<file path="config.mk">
export PLATFORM = sky130hd
export DESIGN_NAME = ram_arbiter
export DESIGN_NICKNAME = d
export VERILOG_FILES = /design/src/rtl/mini_src_pkg.sv /design/src/rtl/ram_arb_pick.sv /design/src/rtl/ram_arbiter.sv
export SDC_FILE = /design/constraint.sdc
export NUM_CORES = 1
export LEC_CHECK = 0
export CAP_MARGIN = 20
export CORE_MARGIN = 1
export CORE_UTILIZATION = 50
export DETAILED_ROUTE_END_ITERATION = 12
export DONT_BUFFER_PORTS = 1
export PLACE_DENSITY = 0.64
export SYNTH_ARGS = -nofsm -noshare
export SYNTH_HDL_FRONTEND = slang
export SYNTH_SLANG_ARGS = --single-unit
</file>
<file path="constraint.sdc">
create_clock -name clock -period 5.2 [get_ports clock]
set_clock_uncertainty 0.2 [all_clocks]
set_input_delay 1.56 -clock clock [delete_from_list [all_inputs] [get_ports clock]]
set_output_delay 1.56 -clock clock [all_outputs]
set_load 0.02 [all_outputs]
</file>
<file path="src/rtl/mini_src_pkg.sv">
// rtl/mini_src_pkg.sv - shared RAM geometry and arbiter state encoding
package mini_src_pkg;

  localparam int RAM_ADDR_W = 9;
  localparam int RAM_DATA_W = 32;

  typedef enum logic [1:0] {
    IDLE  = 2'd0,
    ISSUE = 2'd1,
    WAIT  = 2'd2,
    DONE  = 2'd3
  } arb_state_t;

endpackage

</file>
<file path="src/rtl/ram_arb_pick.sv">
// rtl/ram_arb_pick.sv - combinational grant picker for the two RAM requesters
// RAM_ARB_ROUND_ROBIN_EN selects round robin on ties; otherwise A beats B.
module ram_arb_pick (
  input  logic a_req,
  input  logic b_req,
  input  logic last_b,
  output logic grant_b
);

`ifdef RAM_ARB_ROUND_ROBIN_EN
  // On a tie the port that did not win last time gets the grant.
  assign grant_b = b_req & (~a_req | ~last_b);
`else
  logic unused_last_b;
  assign unused_last_b = last_b;
  assign grant_b       = b_req & ~a_req;
`endif

endmodule

</file>
<file path="src/rtl/ram_arbiter.sv">
// rtl/ram_arbiter.sv - serialises CPU (A) and loader (B) accesses to a 512x32 sync-read RAM
// RAM_ARB_ROUND_ROBIN_EN adds the round-robin pointer; default build is strict A priority.
module ram_arbiter
  import mini_src_pkg::*;
#(
  parameter int ADDR_W = RAM_ADDR_W,
  parameter int DATA_W = RAM_DATA_W
) (
  input  logic              clock,
  input  logic              clear,
  input  logic              a_req,
  input  logic              a_we,
  input  logic [ADDR_W-1:0] a_addr,
  input  logic [DATA_W-1:0] a_wdata,
  output logic              a_done,
  output logic [DATA_W-1:0] a_rdata,
  input  logic              b_req,
  input  logic              b_we,
  input  logic [ADDR_W-1:0] b_addr,
  input  logic [DATA_W-1:0] b_wdata,
  output logic              b_done,
  output logic [DATA_W-1:0] b_rdata,
  output logic              busy,
  output logic              grant_b,
  output logic              ram_read,
  output logic              ram_write,
  output logic [ADDR_W-1:0] ram_address,
  output logic [DATA_W-1:0] ram_data_in,
  input  logic [DATA_W-1:0] ram_data_out
);

  arb_state_t state, state_next;

  logic              any_req;
  logic              pick_b;
  logic              last_b;
  logic              op_read;
  logic              sel_we;
  logic [ADDR_W-1:0] sel_addr;
  logic [DATA_W-1:0] sel_wdata;

  assign any_req = a_req | b_req;

  ram_arb_pick u_pick (
    .a_req   (a_req),
    .b_req   (b_req),
    .last_b  (last_b),
    .grant_b (pick_b)
  );

`ifdef RAM_ARB_ROUND_ROBIN_EN
  // Cleared to B so that A takes the first tie after reset.
  always_ff @(posedge clock or posedge clear) begin
    if (clear) begin
      last_b <= 1'b1;
    end else if (state == IDLE && any_req) begin
      last_b <= pick_b;
    end
  end
`else
  assign last_b = 1'b1;
`endif

  assign sel_we    = pick_b ? b_we    : a_we;
  assign sel_addr  = pick_b ? b_addr  : a_addr;
  assign sel_wdata = pick_b ? b_wdata : a_wdata;

  always_ff @(posedge clock or posedge clear) begin
    if (clear) begin
      state <= IDLE;
    end else begin
      state <= state_next;
    end
  end

  always_comb begin
    state_next = state;
    case (state)
      IDLE:    if (any_req) state_next = ISSUE;
      ISSUE:   state_next = WAIT;
      WAIT:    state_next = DONE;
      DONE:    state_next = IDLE;
      default: state_next = IDLE;
    endcase
  end

  // Every output is a register; the strobes live only between grant and the RAM capture edge.
  always_ff @(posedge clock or posedge clear) begin
    if (clear) begin
      a_done      <= 1'b0;
      b_done      <= 1'b0;
      a_rdata     <= '0;
      b_rdata     <= '0;
      busy        <= 1'b0;
      grant_b     <= 1'b0;
      ram_read    <= 1'b0;
      ram_write   <= 1'b0;
      ram_address <= '0;
      ram_data_in <= '0;
      op_read     <= 1'b0;
    end else begin
      case (state)
        IDLE: begin
          if (any_req) begin
            grant_b     <= pick_b;
            busy        <= 1'b1;
            op_read     <= ~sel_we;
            ram_read    <= ~sel_we;
            ram_write   <= sel_we;
            ram_address <= sel_addr;
            ram_data_in <= sel_wdata;
          end
        end
        ISSUE: begin
          ram_read  <= 1'b0;
          ram_write <= 1'b0;
        end
        WAIT: begin
          if (grant_b) begin
            b_done <= 1'b1;
            if (op_read) b_rdata <= ram_data_out;
          end else begin
            a_done <= 1'b1;
            if (op_read) a_rdata <= ram_data_out;
          end
        end
        DONE: begin
          a_done <= 1'b0;
          b_done <= 1'b0;
          busy   <= 1'b0;
        end
        default: ;
      endcase
    end
  end

endmodule

</file>
* Word-level counts from Yosys, hierarchy flattened
Cells that the tools add are included.
** Storage, ports and cells
- Flip-flop bits (word level) :: 114
- Bits of input ports :: 120
- Output and inout bits :: 111
- Logic and storage cells :: 49
** Operators by class
- Eq/ne operators :: 6
- Mux-type cells :: 15
- Bitwise logic cells :: 5
- Reduce and logical (&&, ||, !) cells :: 11
** Operators by type and width (number)
- 32-bit 2-to-1 mux :: 1
- 1-bit case mux with 2 select lines :: 5
- 2-bit AND reduction :: 5
- 9-bit 2-to-1 mux :: 1
- 2-bit case mux with 4 select lines :: 1
- 1-bit 2-to-1 mux :: 6
- 2-bit != test, second input constant :: 3
- 3-bit AND reduction :: 2
- 2-bit nonzero test :: 3
- 2-bit equality test, second input constant :: 2
- 1-bit NOT :: 3
- 2-bit by 1-bit equality test with 1-bit output, second input constant :: 1
- 2-bit zero test :: 1
- 2-bit 2-to-1 mux :: 1
- 1-bit AND :: 1
- 1-bit bitwise OR :: 1

* Depth between registers and ports, before layout
Gate-level depths: netlist of run 1.
- Depth after elaboration :: 6
- Mapped depth :: 7

* Hierarchy
Synthesis of run 1 repeated with hierarchy kept, for this count alone.
** Unflattened totals
- Cell total of the unflattened synthesis :: 362
- Area, all modules :: 4768.3 µm²
** Modules (own cells, without submodules)
- ram_arbiter :: instances 1, cells an instance 361, area an instance 4754.6 µm²
- ram_arb_pick :: instances 1, cells an instance 1, area an instance 13.8 µm²

* Worst setup path after synthesis of run 1
Ideal clock, no wire load.
- Kind :: input to register
- From :: in b_req
- To :: reg state[1]
- Arrival time :: 2.232 ns
- Required time :: 4.875 ns
- Path slack :: 2.643 ns
- Stages :: 3
- Path buffers :: 0
- Cells stage by stage :: nor2_1 -> and2_1 -> mux2_2
** On the way
- Word-level cells in the longest chain between the ends :: 2
** Ends and longest elaborated chain
- start, declared :: line ram_arbiter.sv:17 : input logic b_req,
- 1-bit bitwise OR :: line ram_arbiter.sv:42 : assign any_req = a_req | b_req;
- 2-bit != test (no source line)
- end signal, assigned :: line ram_arbiter.sv:72 : state <= state_next;
- end, declared :: line ram_arbiter.sv:32 : arb_state_t state, state_next;
Every way passes these cells.
A chain may end at the register's enable or synchronous reset.

* Final worst setup path of run 1
- From :: reg grant_b
- To :: out grant_b
** RTL lines
- start, declared :: line ram_arbiter.sv:24 : output logic grant_b,
- start signal, assigned :: line ram_arbiter.sv:105 : grant_b <= pick_b;
No word-level cell between the ends.

==> flow_summary.yaml, run 1 <==
status:
  outcome: "complete, no violations"
power:
  combPwrFrac: 0.202
  p_clk_frac: 0.269
  intPower_w: 0.00257
  ir_worst_vdd_v: 0.000265
  p_switching_w: 0.00163
  powerDensity_nw_per_um2: 753
  swShare: 0.387
  seqPwrFrac: 0.529
  leakage_nw: 2.74
synth:
  synth-seq-cells: 114
  async_flop_share: 1.00
  synthesis.area_sq_um: 4910
  synth_top_area_frac: 0.580
  synthTopCellsByCount: "dfrtp_1 (114), o21ai_1 (44), nand2_1 (43)"
  seq_area_frac_synth: 0.580
  synth.distinct_cells: 27
  synth_edf_count: 0
  yosysMostFrequentCell: "dfrtp_1"
  yosys.area.top_type: "dfrtp_1"
  avgSynthCellArea_sq_um: 13.6
  ys_top_cells_by_area: "dfrtp_1 (58%), mux2_4 (9.5%), mux2i_1 (8.6%), mux2_2 (8.0%), o21ai_1 (4.5%)"
  netlist_instances: 362
  synthFlopType: "dfrtp_1"
  synth_warnings: 0
  syn_nets: 487
sta:
  slew_viol_final: 0
  maxSlewHeadroom: 0.514
  min_period_over_period: 0.543
  setup_viol: 0
  period_minus_slack_ns: 2.82
  rsz0062_at_grt: "no"
  max_freq_mhz: 354
  setup_tns_ns: 0
  hold_ws_ns: 0.376
  worst_pin_slew_ns: 0.729
  hold_viol_final: 0
clocking:
  cts_root_buf: "clkbuf_8"
  postCtsHoldBufs: 0
  clkLatencyLatePin_ns: 0.49
  ctsResizeCount: 0
  clk_pin_slew_worst_paths_ns: 0.05
  clock-sinks: 114
  clockBufferDepth: 2
  cts_tree: "done"
  post-cts-setup-buffers: 0
  cts_buffers: 17
  ctsHtreeMaxLevel: 4
grt:
  grt_remaining_overflow: 0
  grt_usage: 0.190
  grt_max_degree: 88
  grt_pass1_wl_mm: 14.5
  grt_pass1_vias: 2739
  antenna_found_initial: 0
critical_path:
  end_kind: "output pin"
  cp-start-kind: "flip-flop"
  cp_max_fo: 7
  worstPathArrival_ns: 1.06
  critPathKind: "reg2out"
  cp.depth: 0
  crit_required_ns: 3.44
  reg2reg_depth: 5
drt:
  dr_total_vias: 2725
  drtIter0Drc: 64
  firstDrtPassIters: 4
  viasPerCell: 5.39
  drc_errors: 0
  antenna_left: 0
  wl_per_cell_um: 19.1
  finalWirelength_mm: 9.65
floorplanning:
  rows: 35
  die_y_um: 101
  io_pins: 231
  dieArea_sq_um: 10200
  die_w_um: 101
  design.core.area_sq_um: 9370
  start_util: 0.524
placed_design:
  port_buffers: 0
  placedCellCount: 474
  hpwl_mm: 6.76
  place_congestion: 0.717
layout:
  post-route-util: 0.595
  area_growth_pct: 13.5
  nFillCells: 770
  drive_gt1_frac: 0.279
  fin_nets: 490
  n_antenna_cell: 0
  fin_cells: 506
min_path:
  min_path_type: "reg2reg"
  min_path_cells: 1
run:
  max-cap-violations: 0
==> layout make-up <==
class                      instances  area, sq um  area share
clock buffer                      21          449      0.0805
timing repair buffer               5         57.6      0.0103
inverter                           4         17.5     0.00314
clock inverter                    10          134      0.0240
tap                              129          161      0.0289
multi-input combinational        223         1900       0.341
sequential                       114         2850       0.512
==> through the flow <==
step	cell area, sq um	setup slack [ns]	total power (W)
6_report	5580	2.38	0.00420
5_1_grt	5580	2.32	0.00444
4_1_cts	5550	2.34	0.00425
3_5_place_dp	4970	2.21	0.00310
3_3_place_gp	4970	2.24	0.00306
2_1_floorplan	4910	0.424	0.00289
==> path summary, 6_finish.rpt <==
kind / to / start / slack [ns]
min in group asynchronous: ram_data_in[18] / clear / 0.75
worst max register to register: b_rdata[31] / state[0] / 3.07
worst max-delay path: grant_b / grant_b / 2.38
max in group asynchronous: a_rdata[30] / clear / 3.02
worst min register to register: state[1] / state[1] / 0.38
worst min-delay path: state[1] / state[1] / 0.38
==> logic make-up (layout without fill, tap and decap cells) <==
logic type / after synthesis / after routing / synth area share
AOI/OAI and AO/OA: 55 / 55 / 0.0591
adders and majority gates: 5 / 5 / 0.0127
buffers and inverters: 25 / 40 / 0.0349
and+or+nand+nor: 54 / 54 / 0.0502
muxes: 109 / 109 / 0.263
DFF: 114 / 114 / 0.580
==> routing by layer <==
layer / vias to the layer above / track usage / routed length (um)
li1: 1281 / - / -
met1: 1295 / 0.229 / 3790
met2: 145 / 0.300 / 4800
met3: 4 / 0.0821 / 985
met4: 0 / 0.0803 / 61
met5: - / 0 / 0
==> cell usage in the layout (no fill, tap or decap), types with 2 or more instances in the layout <==
| cell | n |
|---|---|
| clkinvlp_4 | 2 |
| o21ai_1 | 43 |
| a22o_1 | 2 |
| clkbuf_8 | 3 |
| clkbuf_16 | 16 |
| dfrtp_1 | 114 |
| inv_1 | 3 |
| ha_1 | 5 |
| a21oi_1 | 2 |
| clkbuf_1 | 2 |
| nand2_1 | 43 |
| nor3b_1 | 2 |
| a31oi_1 | 2 |
| mux2i_1 | 42 |
| o21ai_0 | 4 |
| buf_4 | 4 |
| clkinv_2 | 4 |
| bufinv_16 | 3 |
| mux2_2 | 35 |
| mux2_4 | 31 |
| nor2_1 | 2 |
==> worst register-to-register path, cell delays in order, from the launching register on <==
cell,delay [ns]
dfrtp_1,0.40
inv_1,0.10
ha_1,0.30
nand3_2,0.08
buf_4,0.50
mux2_2,0.42
==> registers in the layout (all words and copies together), names as in the netlist <==
name / flops
state: 2
ram_read: 1
ram_data_in: 32
op_read: 1
ram_address: 9
a_rdata: 32
busy: 1
grant_b: 1
ram_write: 1
a_done: 1
b_done: 1
b_rdata: 32
==> power by group through the flow <==
stage / clock (W) / combinational [W] / sequential, W
2_1_floorplan: 0 / 0.000777 / 0.00211
3_3_place_gp: 0 / 0.000827 / 0.00223
3_5_place_dp: 0 / 0.000864 / 0.00224
4_1_cts: 0.00116 / 0.000865 / 0.00223
5_1_grt: 0.00120 / 0.000960 / 0.00228
6_report: 0.00113 / 0.000848 / 0.00222
(Power assumes the default switching activity.)
==> run 2, diff against run 1 <==
clock period = 2.6 ns   (was 5.2 ns; I/O delays follow)
==> run 2 against run 1 <==
Net effect: worst setup slack got worse by 1.8 ns; non-clock buffer count up 1; clock power up 89%; cell count grew 0.40%; worst hold slack worse by 0.34 ns; first-iteration DRC count is 38% lower; total power up 99%; critical path depth is the same; largest power group unchanged.
==> flow_summary.yaml, run 2 (synthesis gave the netlist of run 1 again) <==
layout:
  top_regs: "a_rdata x32, b_rdata x32, ram_data_in x32"
  fin_cells: 508
  post-route-util: 0.598
  n_antenna_cell: 0
  final_cell_mix: "dfrtp_1 (114), nand2_1 (43), o21ai_1 (43)"
  mostFrequentLayoutCell: "dfrtp_1"
  fin_nets: 491
  drive_gt1_frac: 0.288
  area_growth_pct: 14.0
sta:
  maxSlewHeadroom: 0.619
  slew_viol_final: 0
  hold_viol_final: 0
  setup_viol: 0
  max_freq_mhz: 487
  rsz0062_at_grt: "no"
  min_period_over_period: 0.790
  worst_pin_slew_ns: 0.571
  setup_tns_ns: 0
  period_minus_slack_ns: 2.05
  hold_ws_ns: 0.0409
drt:
  wl_per_cell_um: 19.1
  viasPerCell: 5.43
  finalWirelength_mm: 9.70
  drc_errors: 0
  dr_total_vias: 2759
  antenna_left: 0
  drtIter0Drc: 40
  firstDrtPassIters: 4
power:
  powerDensity_nw_per_um2: 1490
  ir_worst_vdd_v: 0.000584
  leakage_nw: 2.74
critical_path:
  cp_max_fo: 7
  end_kind: "output pin"
  crit_required_ns: 1.62
  worstPathArrival_ns: 1.07
  cp-start-kind: "flip-flop"
  critPathKind: "reg2out"
floorplanning:
  start_util: 0.524
  design.core.area_sq_um: 9370
  dieArea_sq_um: 10200
  die_w_um: 101
  io_pins: 231
  rows: 35
  die_y_um: 101
grt:
  antenna_found_initial: 0
  grt_remaining_overflow: 0
  grt_pass1_wl_mm: 15.0
  grt_pass1_vias: 2908
  grt_max_degree: 70
  grt_usage: 0.196
run:
  max-cap-violations: 0
clocking:
  ctsHtreeMaxLevel: 4
  clock-sinks: 114
  cts_buffers: 17
  clkLatencyLatePin_ns: 0.50
  ctsResizeCount: 0
  clk_pin_slew_worst_paths_ns: 0.06
  clockBufferDepth: 2
  post-cts-setup-buffers: 0
  cts_tree: "done"
  cts_root_buf: "clkbuf_8"
  postCtsHoldBufs: 0
placed_design:
  placedCellCount: 476
  hpwl_mm: 6.92
  place_congestion: 0.768
  port_buffers: 0
status:
  outcome: "complete, no violations"
min_path:
  min_path_type: "in2async"
-- run 2: cell count changes in the layout (fill, tap and decap cells not counted), sizes merged --
| cell | change |
|---|---|
| clkbuf | -3 |
| clkinvlp | +3 |
| bufinv | -2 |
| clkinv | +2 |
| buf | +1 |
| inv | +1 |
-- run 2: path summary, 6_finish.rpt --
| check | start | endpoint | slack, ns | cells after the start |
|---|---|---|---|---|
| worst max-delay path | grant_b | grant_b | 0.55 | 0 |
| worst min-delay path | clear | a_rdata[24] | 0.04 | 2 |
| worst max register to register | state[0] | a_rdata[10] | 0.57 | 4 |
| worst min register to register | state[1] | state[1] | 0.39 | 1 |
| max in group asynchronous | clear | ram_data_in[16] | 1.64 | 2 |
| min in group clock | a_req | grant_b | 0.17 | 1 |
-- run 2: through the flow --
stage	power, W	instance area [sq um]	setup slack [ns]
floorplan	0.00577	4920	0.235
CTS	0.00844	5600	0.511
global placement	0.00619	5040	0.594
detailed placement	0.00628	5040	0.550
global route	0.00884	5600	0.440
finish	0.00834	5600	0.546
-- run 2: per-layer routing --
| metal | GRT usage | up-vias | wire, um | share of wire |
|---|---|---|---|---|
| met3 | 0.0890 | 8 | 969 | 0.10 |
| met5 | 0 | - | 0 | 0 |
| met1 | 0.226 | 1324 | 3650 | 0.38 |
| li1 | - | 1277 | - | - |
| met2 | 0.323 | 150 | 4970 | 0.51 |
| met4 | 0.0680 | 0 | 102 | 0.011 |
-- run 2: layout make-up --
cell class	instances	area, sq um
Clock buffer	18	428
Inverter	4	18.8
Multi-Input combinational cell	223	1900
Timing Repair Buffer	6	108
Fill cell	762	3770
Clock inverter	14	131
Tap cell	129	161
Sequential cell	114	2850
-- run 2: report_power, final --
group          internal (W)  switching [W]
sequential          0.00267        0.00178
combinational       0.00103       0.000732
clock               0.00130       0.000838
total               0.00499        0.00335
==> run 3, diff against run 2 <==
clock period = 1.95 ns   (was 2.6 ns; I/O delays follow)
==> run 3 against run 2 <==
Net effect: global-route usage increased by 0.80 points; die area unchanged; worst hold slack got worse by 0.014 ns; core utilization is 2.9 points higher; cell count is 3.7% higher; flip-flop and latch count unchanged; critical path type unchanged.
==> flow_summary.yaml, run 3 (synthesis gave the netlist of run 1 again) <==
sta:
  min_period_over_period: 0.968
  setup_tns_ns: 0
  layout_setup_ws_ns: 0.0627
  max_freq_mhz: 530
  maxSlewHeadroom: 0.664
  setup_viol: 0
  hold_viol_final: 0
  rsz0062_at_grt: "no"
  period_minus_slack_ns: 1.89
  worst_pin_slew_ns: 0.502
  slew_viol_final: 0
power:
  intPower_w: 0.00714
  combPwrFrac: 0.215
  leakage_nw: 2.88
  p_switching_w: 0.00452
  swShare: 0.388
  ir_worst_vdd_v: 0.000769
  finalPower_w: 0.0117
  seqPwrFrac: 0.508
  p_clk_frac: 0.278
  powerDensity_nw_per_um2: 1980
drt:
  drc_errors: 0
  drtIter0Drc: 71
  finalWirelength_mm: 10.1
  antenna_left: 0
  viasPerCell: 5.35
  dr_total_vias: 2818
  wl_per_cell_um: 19.2
  firstDrtPassIters: 4
floorplanning:
  start_util: 0.524
  io_pins: 231
  dieArea_sq_um: 10200
  die_y_um: 101
  rows: 35
  design.core.area_sq_um: 9370
  die_w_um: 101
clocking:
  clkLatencyLatePin_ns: 0.50
  clock-sinks: 114
  cts_tree: "done"
  clk_pin_slew_worst_paths_ns: 0.06
  cts_buffers: 17
  ctsHtreeMaxLevel: 4
  post-cts-setup-buffers: 0
  postCtsHoldBufs: 11
  clockBufferDepth: 2
  ctsResizeCount: 0
  cts_root_buf: "clkbuf_8"
run:
  max-cap-violations: 0
min_path:
  min_path_type: "in2reg"
grt:
  antenna_found_initial: 0
  grt_max_degree: 60
  grt_remaining_overflow: 0
  grt_usage: 0.204
  grt_pass1_vias: 2967
  grt_pass1_wl_mm: 15.4
layout:
  mostFrequentLayoutCell: "dfrtp_1"
  final_cell_mix: "dfrtp_1 (114), nand2_1 (43), o21ai_1 (43)"
  nFillCells: 742
  area_growth_pct: 19.6
  top_regs: "a_rdata x32, b_rdata x32, ram_data_in x32"
  n_antenna_cell: 0
  drive_gt1_frac: 0.289
  fin_cells: 527
  fin_nets: 510
critical_path:
  crit_required_ns: 1.16
  crit_chain: "buf_4"
  cpMaxStageDelayCell: "dfrtp_1"
  cp-start-kind: "flip-flop"
  cp_max_fo: 5
  end_kind: "output pin"
  path_delay_family: "flip-flops"
  slowest_delay_ns: 0.41
  crit_buf_inv: 1
  critPathKind: "reg2out"
  worstPathArrival_ns: 1.10
status:
  outcome: "complete, no violations"
placed_design:
  port_buffers: 0
  dp_slack_ns: 0.0971
  placedCellCount: 482
  place_congestion: 0.746
  hpwl_mm: 7.15
## run 3: cell count changes in the layout (fill, tap and decap cells not counted)
| cell | delta |
|---|---|
| buf_4 | +4 |
| clkinv_2 | -1 |
| bufinv_16 | +3 |
| inv_6 | +1 |
| buf_12 | +2 |
| clkinvlp_4 | -3 |
| dlygate4sd3_1 | +13 |
## run 3: path summary, 6_finish.rpt
| kind | slack, ns | startpoint | depth (start not counted) | endpoint |
|---|---|---|---|---|
| worst max-delay path | 0.06 | grant_b | 1 | grant_b |
| worst max register to register | 0.11 | state[0] | 5 | b_rdata[31] |
| worst min-delay path | 0.03 | ram_data_out[3] | 1 | a_rdata[3] |
| worst min register to register | 0.39 | state[0] | 2 | state[0] |
| max in group asynchronous | 0.61 | clear | 3 | ram_data_in[21] |
| min in group asynchronous | 0.35 | clear | 2 | a_rdata[25] |
## run 3: area by class of cell
| type | instances | area (sq um) | area share |
|---|---|---|---|
| Sequential cell | 114 | 2850 | 0.486 |
| Timing Repair Buffer | 25 | 308 | 0.0524 |
| Inverter | 4 | 18.8 | 0.00319 |
| Clock buffer | 18 | 428 | 0.0728 |
| Tap cell | 129 | 161 | 0.0275 |
| Multi-Input combinational cell | 223 | 1900 | 0.324 |
| Clock inverter | 14 | 203 | 0.0345 |
## run 3: per-stage QoR
stage / area, sq um / hold WS (ns) / util
2_1_floorplan: 4920 / 0.333 / -
3_3_place_gp: 5110 / 0.259 / 0.546
3_5_place_dp: 5110 / 0.263 / 0.546
4_1_cts: 5860 / 0.0000906 / 0.625
5_1_grt: 5880 / 0.00105 / 0.627
6_report: 5880 / 0.0272 / 0.627
## run 3: power groups by stage
stage          Combinational (W)  Clock (W)  Sequential, W
5_1_grt                  0.00281    0.00343        0.00608
3_5_place_dp             0.00251          0        0.00596
6_report                 0.00250    0.00324        0.00592
3_3_place_gp             0.00239          0        0.00594
4_1_cts                  0.00254    0.00330        0.00595
2_1_floorplan            0.00207          0        0.00562
## run 3: routing by layer
layer | global-route usage | part of all wire
met2 | 0.347 | 0.53
met1 | 0.227 | 0.37
met5 | 0 | 0
met4 | 0.0836 | 0.011
met3 | 0.0821 | 0.095
